$ cat src/rtl/alu_pkg.sv
// Shared definitions for the 32-bit registered ALU and its request arbiter:
// operand/opcode widths, opcode encodings, sequencer state encoding, the
// issue payload struct, and an opcode legality helper.
package alu_pkg;

  localparam int unsigned DATA_W  = 32;
  localparam int unsigned OP_W    = 4;
  localparam int unsigned SHIFT_W = 5;

  // ALU opcodes; anything above OP_MAX is rejected without touching the ALU
  localparam logic [OP_W-1:0] OP_ADD  = 4'h0;
  localparam logic [OP_W-1:0] OP_SUB  = 4'h1;
  localparam logic [OP_W-1:0] OP_AND  = 4'h2;
  localparam logic [OP_W-1:0] OP_OR   = 4'h3;
  localparam logic [OP_W-1:0] OP_SLL  = 4'h4;
  localparam logic [OP_W-1:0] OP_SRL  = 4'h5;
  localparam logic [OP_W-1:0] OP_SRA  = 4'h6;
  localparam logic [OP_W-1:0] OP_SLT  = 4'h7;
  localparam logic [OP_W-1:0] OP_SLTU = 4'h8;
  localparam logic [OP_W-1:0] OP_NOR  = 4'h9;
  localparam logic [OP_W-1:0] OP_XOR  = 4'hA;
  localparam logic [OP_W-1:0] OP_MAX  = OP_XOR;

  // Sequencer states
  typedef enum logic [1:0] {
    ST_IDLE = 2'd0,
    ST_EXEC = 2'd1,
    ST_CAPT = 2'd2,
    ST_DONE = 2'd3
  } arb_state_e;

  // One ALU operation as presented by a requester
  typedef struct packed {
    logic [DATA_W-1:0]  a;
    logic [DATA_W-1:0]  b;
    logic [OP_W-1:0]    op;
    logic [SHIFT_W-1:0] shift;
  } alu_req_t;

  function automatic logic op_legal(input logic [OP_W-1:0] op);
    return (op <= OP_MAX);
  endfunction

endpackage

$ cat src/rtl/rr_arb2.sv
// Two-way round-robin grant.
// Ports:
//   valid      - request vector, bit i = requester i
//   last_port  - requester served most recently
//   grant_any  - at least one requester is valid
//   grant_port - index of the winning requester (meaningful with grant_any)
module rr_arb2 (
  input  logic [1:0] valid,
  input  logic       last_port,
  output logic       grant_any,
  output logic       grant_port
);

  // A lone requester always wins; on a tie the one not served last wins
  always_comb begin
    grant_any  = |valid;
    grant_port = 1'b0;
    case (valid)
      2'b01:   grant_port = 1'b0;
      2'b10:   grant_port = 1'b1;
      2'b11:   grant_port = ~last_port;
      default: grant_port = 1'b0;
    endcase
  end

endmodule

$ cat src/rtl/alu_req_arbiter.sv
// Two-port request arbiter and sequencer for the 32-bit registered ALU.
// Grants the ALU round-robin, issues the operation, captures the ALU's
// one-cycle registered result and returns it on a tagged response channel.
// Ports:
//   clk, reset_n                 - clock, synchronous active-low reset
//   reqN_valid/ready             - request handshake for requester N (0,1)
//   reqN_a/b/op/shift/tag        - operation payload and opaque tag
//   rsp_valid/ready              - response handshake (held until taken)
//   rsp_port/tag/data/err        - served requester, echoed tag, result, bad-op flag
//   busy                         - sequencer is not idle
//   alu_a/b/op/shift             - issue registers driving the ALU
//   alu_out                      - registered ALU result
module alu_req_arbiter
  import alu_pkg::*;
#(
  parameter int unsigned TAG_W = 4
) (
  input  logic               clk,
  input  logic               reset_n,

  input  logic               req0_valid,
  output logic               req0_ready,
  input  logic [DATA_W-1:0]  req0_a,
  input  logic [DATA_W-1:0]  req0_b,
  input  logic [OP_W-1:0]    req0_op,
  input  logic [SHIFT_W-1:0] req0_shift,
  input  logic [TAG_W-1:0]   req0_tag,

  input  logic               req1_valid,
  output logic               req1_ready,
  input  logic [DATA_W-1:0]  req1_a,
  input  logic [DATA_W-1:0]  req1_b,
  input  logic [OP_W-1:0]    req1_op,
  input  logic [SHIFT_W-1:0] req1_shift,
  input  logic [TAG_W-1:0]   req1_tag,

  output logic               rsp_valid,
  input  logic               rsp_ready,
  output logic               rsp_port,
  output logic [TAG_W-1:0]   rsp_tag,
  output logic [DATA_W-1:0]  rsp_data,
  output logic               rsp_err,

  output logic               busy,

  output logic [DATA_W-1:0]  alu_a,
  output logic [DATA_W-1:0]  alu_b,
  output logic [OP_W-1:0]    alu_op,
  output logic [SHIFT_W-1:0] alu_shift,
  input  logic [DATA_W-1:0]  alu_out
);

  arb_state_e       state;
  logic             last_port;
  logic             win_any;
  logic             win_port;
  logic             accept;
  alu_req_t         sel_req;
  logic [TAG_W-1:0] sel_tag;

  rr_arb2 u_rr_arb2 (
    .valid      ({req1_valid, req0_valid}),
    .last_port  (last_port),
    .grant_any  (win_any),
    .grant_port (win_port)
  );

  // Only the winner sees ready, only in IDLE, and never while reset is held
  assign accept     = reset_n && (state == ST_IDLE) && win_any;
  assign req0_ready = accept && !win_port;
  assign req1_ready = accept &&  win_port;
  assign busy       = (state != ST_IDLE);

  // Payload of the winning requester
  always_comb begin
    sel_req = '0;
    sel_tag = '0;
    if (win_port) begin
      sel_req = '{a: req1_a, b: req1_b, op: req1_op, shift: req1_shift};
      sel_tag = req1_tag;
    end else begin
      sel_req = '{a: req0_a, b: req0_b, op: req0_op, shift: req0_shift};
      sel_tag = req0_tag;
    end
  end

  // Sequencer with registered issue and response outputs
  always_ff @(posedge clk) begin
    if (!reset_n) begin
      state     <= ST_IDLE;
      last_port <= 1'b1;
      rsp_valid <= 1'b0;
      rsp_err   <= 1'b0;
      rsp_port  <= 1'b0;
      rsp_tag   <= '0;
      rsp_data  <= '0;
      alu_a     <= '0;
      alu_b     <= '0;
      alu_op    <= '0;
      alu_shift <= '0;
    end else begin
      case (state)
        ST_IDLE: begin
          if (accept) begin
            rsp_tag   <= sel_tag;
            rsp_port  <= win_port;
            last_port <= win_port;
            if (op_legal(sel_req.op)) begin
              alu_a     <= sel_req.a;
              alu_b     <= sel_req.b;
              alu_op    <= sel_req.op;
              alu_shift <= sel_req.shift;
              state     <= ST_EXEC;
            end else begin
              // Bad opcode: answer straight away, leave the ALU untouched
              rsp_valid <= 1'b1;
              rsp_err   <= 1'b1;
              rsp_data  <= '0;
              state     <= ST_DONE;
            end
          end
        end
        ST_EXEC: begin
          // ALU registers the issued operands at the end of this cycle
          state <= ST_CAPT;
        end
        ST_CAPT: begin
          rsp_data  <= alu_out;
          rsp_err   <= 1'b0;
          rsp_valid <= 1'b1;
          state     <= ST_DONE;
        end
        ST_DONE: begin
          if (rsp_ready) begin
            rsp_valid <= 1'b0;
            state     <= ST_IDLE;
          end
        end
        default: state <= ST_IDLE;
      endcase
    end
  end

endmodule

$ cat config.mk
export PLATFORM = sky130hd
export DESIGN_NAME = alu_req_arbiter
export DESIGN_NICKNAME = d
export VERILOG_FILES = /design/src/rtl/alu_pkg.sv /design/src/rtl/rr_arb2.sv /design/src/rtl/alu_req_arbiter.sv
export SDC_FILE = /design/constraint.sdc
export NUM_CORES = 1
export LEC_CHECK = 0
export ABC_CLOCK_PERIOD_IN_PS = 4900
export BUFFER_PORTS_ARGS = -buffer_cell sky130_fd_sc_hd__buf_2
export CORE_AREA = 3 3 117 119
export DETAILED_ROUTE_END_ITERATION = 10
export DIE_AREA = 0 0 120 122
export GPL_ROUTABILITY_DRIVEN = 0
export PLACE_DENSITY = 0.85
export SYNTH_ARGS = -nofsm -noshare
export SYNTH_HDL_FRONTEND = slang
export SYNTH_SLANG_ARGS = --single-unit
$ cat constraint.sdc
create_clock -name clk -period 4.9 [get_ports clk]
set_input_delay 0.735 -clock clk [delete_from_list [all_inputs] [get_ports clk]]
set_output_delay 0.735 -clock clk [all_outputs]
set_load 0.005 [all_outputs]
==> results of run 1 <==
[synthesized netlist by cell type (all sizes together), types with 2 or more instances]
cell type and n:
o211ai 2, a21o 2, clkbuf 9, nand4 2, o21ai 3, inv 8
nand2 87, a22o 32, nand3 9, a21oi 5, nor2 4, a21boi 2
buf 26, o211a 6, nor4 2, dfxtp 115, o31ai 2, mux2i 146
ha 5
[routing by layer]
layer	vias to the layer above	routed length, µm
met1	2094	5590
met5	-	0
met2	211	7060
met3	25	1190
li1	2281	-
met4	0	292
[critical path, stage by stage (launching register included)]
cell and delay [ns]:
dfxtp_1 0.34, inv_1 0.11, ha_1 0.39, o211a_1 0.51, nand2_1 0.16, inv_1 0.08, buf_2 0.13
[logic make-up (layout without fill, tap and decap cells)]
group | after synthesis | count (layout)
DFF | 115 | 115
AOI/OAI and AO/OA | 59 | 59
muxes | 146 | 146
and+or+nand+nor | 108 | 108
buffers and inverters | 43 | 348
adders and majority gates | 5 | 5
[final cells by class]
| class | instances | area [µm²] |
|---|---|---|
| fill | 1133 | 5440 |
| inverter | 8 | 30.0 |
| clock inverter | 15 | 174 |
| sequential | 115 | 2300 |
| tap | 172 | 215 |
| multi-input combinational | 318 | 2520 |
| timing repair buffer | 308 | 1560 |
| clock buffer | 17 | 425 |
[worst paths after layout]
path             start           end  slack [ns]  cells past startpoint
max reg2reg   state[0]  rsp_data[27]        2.23                      6
max           state[0]    req1_ready        2.04                      6
min reg2reg  alu_op[3]     alu_op[3]        0.44                      2
min          alu_op[3]     alu_op[3]        0.44                      2
[registers in the layout, summed over array words and instances, names as in the netlist]
name and flops:
state 2, last_port 1, rsp_port 1, rsp_err 1
alu_b 32, rsp_data 32, alu_a 32, rsp_valid 1
rsp_tag 4, alu_op 4, alu_shift 5
[cell usage in the layout, fill, tap and decap left out, types with 3 or more instances in the layout]
cell type  netlist  final
clkinv_4         0      5
nand2_1         87     87
o211a_1          6      6
ha_1             5      5
inv_1            8      8
nor2_1           4      4
clkbuf_16        0     17
buf_2           10    305
nand3_1          9      8
a21oi_1          5      5
a22o_1          32     32
dfxtp_1        115    115
mux2i_1        146    146
inv_6            0      4
o21ai_0          3      3
[per-stage QoR]
step	total power, mW	setup WS [ns]	instances	hold WS (ns)	utilization
after global routing	3.55	1.81	953	0.473	0.570
after floorplan	1.80	2.74	476	0.440	-
after global placement	2.13	1.98	921	0.435	0.523
after detailed placement	2.16	1.88	921	0.438	0.523
after CTS	3.42	1.98	953	0.446	0.570
final	3.37	2.04	953	0.439	0.570
[power breakdown]
| group | internal, mW | switching, mW |
|---|---|---|
| registers | 1.15 | 0.108 |
| clock network | 0.764 | 0.478 |
| logic | 0.433 | 0.440 |
==> impl_metrics.json, run 1 <==
{
  "status": "complete, no violations",
  "globalRouteMet3Util": 0.0543,
  "fmax_mhz": 349,
  "end_kind": "primary output",
  "critPathKind": "reg -> out",
  "vias": 4611,
  "yosys.area.top_type": "dfxtp_1",
  "cts_tree": "yes",
  "postCtsHoldBufs": 0,
  "cts_root_buf": "clkbuf_16",
  "fp.dieW_um": 120,
  "synth_nets": 672,
  "cts.sink_count": 115,
  "yosysTopAreaCellShare": 0.452,
  "top_usage_layer": "met2",
  "start_util": 0.402,
  "boundaryPins": 306,
  "synth-xor-area-share": 0,
  "postRouteAntennaNets": 0,
  "stdcell_area_um2": 7230,
  "ir_drop_v": 0.000239,
  "post_cts_resized": 0,
  "ys_seq_area_frac": 0.452,
  "hpwlAfterDp_um": 10700,
  "cts_max_path_buffers": 2,
  "synth_top_cells_by_area": "dfxtp_1 (45%), mux2i_1 (29%), nand2_1 (6.4%)",
  "post-route-period-util": 0.584,
  "async_reset_ff_frac": 0,
  "first_pass_iters": 6,
  "ys_warn_count": 0,
  "grt.overflow.total": 0,
  "ctsHtreeMaxLevel": 4,
  "cts_buffers": 17,
  "dieArea_um2": 14600,
  "setup_viol": 0,
  "drt_iter0_markers": 165,
  "synth-seq-cells": 115,
  "numPortBuffers": 305,
  "drv_slew": 0,
  "hp-class": "reg -> reg",
  "hold_violations": 0,
  "synth_compound_area_frac": 0.0988,
  "netlist_area_um2": 5090,
  "rows": 41,
  "placed_cell_area_um2": 6630,
  "fin_skew_ns": 0.00662,
  "synthCells": 476,
  "synthAdderAreaFrac": 0.0123,
  "synth_ff_type": "dfxtp_1",
  "power_density_nw_per_um2": 466,
  "synth-edff-count": 0,
  "cp-start-kind": "flip-flop",
  "grt_max_degree": 84,
  "grt_usage": 0.183,
  "cp_max_fo": 12,
  "n_antenna_cell": 0,
  "worstPathRequired_ns": 4.16,
  "grt_use_met1": 0.210,
  "clock_latency_ns": 0.41,
  "antenna_found_initial": 0,
  "rsz0062_at_grt": "no",
  "post_synth_num_cell_types": 34,
  "maxCapViolations": 0,
  "syn_avg_cell_area_um2": 10.7,
  "drcViolationCount": 0,
  "fin_crit_ns": 2.86,
  "grt_pass1_vias": 4409,
  "fin_nets": 964,
  "setup_tns_ns": 0,
  "wl_um": 14100,
  "wl_per_cell_um": 14.8,
  "vias_per_cell": 4.84,
  "post-cts-setup-buffers": 0,
  "core-area_um2": 12700,
  "slew_headroom": 0.248,
  "leakagePower_nw": 4.27,
  "drive_gt1_frac": 0.447,
  "synth_top_family_by_area": "multiplexers",
  "use_met2": 0.319,
  "grt_pass1_wl_um": 21300,
  "tightest_slew_ns": 1.12,
  "fp.dieH_um": 122,
  "synth-simple-area-share": 0.0932,
  "synthMuxAreaShare": 0.287,
  "path_clk_slew_ns": 0.06,
  "syn_to_final_growth_pct": 42.0,
  "arrival_ns": 2.13
}
(Power assumes the default switching activity.)
==> inputs of run 2 (changes only) <==
- ABC_CLOCK_PERIOD_IN_PS: 4900 -> 2700
- CORE_AREA: 3 3 117 119 -> 3 3 119 121
- DIE_AREA: 0 0 120 122 -> 0 0 122 124
- PLACE_DENSITY: 0.85 -> 0.83
- clock period: 4.9 -> 2.7 ns (I/O delays scaled with it)
==> impl_metrics.json, run 2 (synthesis gave the netlist of run 1 again) <==
{
  "syn_to_final_growth_pct": 44.2,
  "cts_root_buf": "clkbuf_16",
  "layout_setup_ws_ns": 0.310,
  "path_delay_family": "buffers and inverters",
  "cts_max_path_buffers": 2,
  "start_util": 0.386,
  "cp_slowest_cell": "dfxtp_1",
  "post-route-period-util": 0.885,
  "grt_pass1_vias": 4488,
  "maxCapViolations": 0,
  "cp_max_fo": 9,
  "path_cells": "inv_1 > ha_1 > buf_4 > o211a_1 > buf_4 > nand2_1 > inv_1 > buf_2",
  "fin_nets": 971,
  "fin_cells": 964,
  "status": "complete, no violations",
  "grt_usage": 0.181,
  "cts.sink_count": 115,
  "boundaryPins": 306,
  "dieArea_um2": 15100,
  "drive_gt1_frac": 0.452,
  "stdcell_area_um2": 7340,
  "setup_tns_ns": 0,
  "first_pass_iters": 5,
  "vias_per_cell": 4.81,
  "clock_latency_ns": 0.41,
  "numPortBuffers": 305,
  "cts_buffers": 17,
  "n_antenna_cell": 0,
  "fmax_mhz": 418,
  "post_cts_resized": 0,
  "path_buf_inv": 5,
  "grt_pass1_wl_um": 21300,
  "placed_cell_area_um2": 6700,
  "rsz0062_at_grt": "no",
  "vias": 4640,
  "rows": 42,
  "hp-class": "in -> reg",
  "fp.dieH_um": 124,
  "post-cts-setup-buffers": 0,
  "top_regs": "alu_a: 32 flops, alu_b: 32 flops, rsp_data: 32 flops",
  "drt_iter0_markers": 124,
  "cp-start-kind": "flip-flop",
  "path_clk_slew_ns": 0.06,
  "postCtsHoldBufs": 0,
  "setup_viol": 0,
  "leakagePower_nw": 4.32,
  "ir_drop_v": 0.000382,
  "postRouteAntennaNets": 0,
  "fin_skew_ns": 0.0106,
  "grt.overflow.total": 0,
  "dp_cells": 932,
  "slew_headroom": 0.242,
  "arrival_ns": 1.98,
  "wl_per_cell_um": 14.9,
  "layout_common_cells": "buf_2 (305), mux2i_1 (146), dfxtp_1 (115), nand2_1 (87), a22o_1 (32)",
  "grt_max_degree": 53,
  "fin_crit_ns": 2.39,
  "antenna_found_initial": 0,
  "ctsHtreeMaxLevel": 4,
  "tightest_slew_ns": 1.13,
  "hold_violations": 0,
  "p_total_mw": 6.31,
  "hpwlAfterDp_um": 11100,
  "postLayoutCoreUtil": 0.556,
  "power_density_nw_per_um2": 860,
  "worstPathRequired_ns": 2.30,
  "critPathKind": "reg -> out",
  "pre_cts_ws_ns": 0.363,
  "hold_ws_ns": 0.206,
  "end_kind": "primary output",
  "cts_tree": "yes",
  "fp.dieW_um": 122,
  "max_stage_delay_ns": 0.34,
  "drcViolationCount": 0,
  "drv_slew": 0,
  "wl_um": 14300,
  "core-area_um2": 13200,
  "final_common_cell": "buf_2"
}
run 2: cell types whose count changed in the layout (fill, tap and decap cells not counted):
| cell | previous run | this run |
|---|---|---|
| buf_12 | 1 | 2 |
| buf_4 | 2 | 8 |
| bufinv_16 | 2 | 4 |
| clkbuf_8 | 0 | 1 |
| clkinv_4 | 5 | 2 |
| clkinvlp_4 | 1 | 3 |
| inv_8 | 2 | 0 |
run 2: metal layers:
layer | GRT usage | part of all wire | vias up
met2 | 0.329 | 0.52 | 195
met5 | 0 | 0 | -
met4 | 0.0637 | 0.015 | 0
met1 | 0.192 | 0.38 | 2144
li1 | - | - | 2284
met3 | 0.0663 | 0.087 | 17
run 2: final cells by class:
| cell class | count | area, µm² |
|---|---|---|
| Fill cell | 1197 | 5850 |
| Multi-Input combinational cell | 318 | 2520 |
| Sequential cell | 115 | 2300 |
| Timing Repair Buffer | 315 | 1630 |
| Clock buffer | 18 | 439 |
| Tap cell | 176 | 220 |
| Clock inverter | 14 | 200 |
| Inverter | 8 | 30.0 |
run 2: worst paths after layout:
check	from	to	slack (ns)	cells after the start
setup / recovery	state[1]	req1_ready	0.31	8
hold / removal	alu_out[5]	rsp_data[5]	0.21	2
setup reg to reg	state[0]	rsp_data[23]	0.40	6
hold reg to reg	alu_b[19]	alu_b[19]	0.45	2
run 2: worst register-to-register path, stage by stage (launching register included):
cell,delay (ns)
dfxtp_1,0.37
inv_1,0.10
ha_1,0.23
o211ai_2,0.17
nor4_2,0.13
nor3_4,0.94
a22o_1,0.29
run 2: where the power goes:
group / total (mW) / switching [mW] / internal [mW]
Clock: 2.41 / 0.829 / 1.58
Sequential: 2.27 / 0.189 / 2.09
Combinational: 1.63 / 0.811 / 0.819
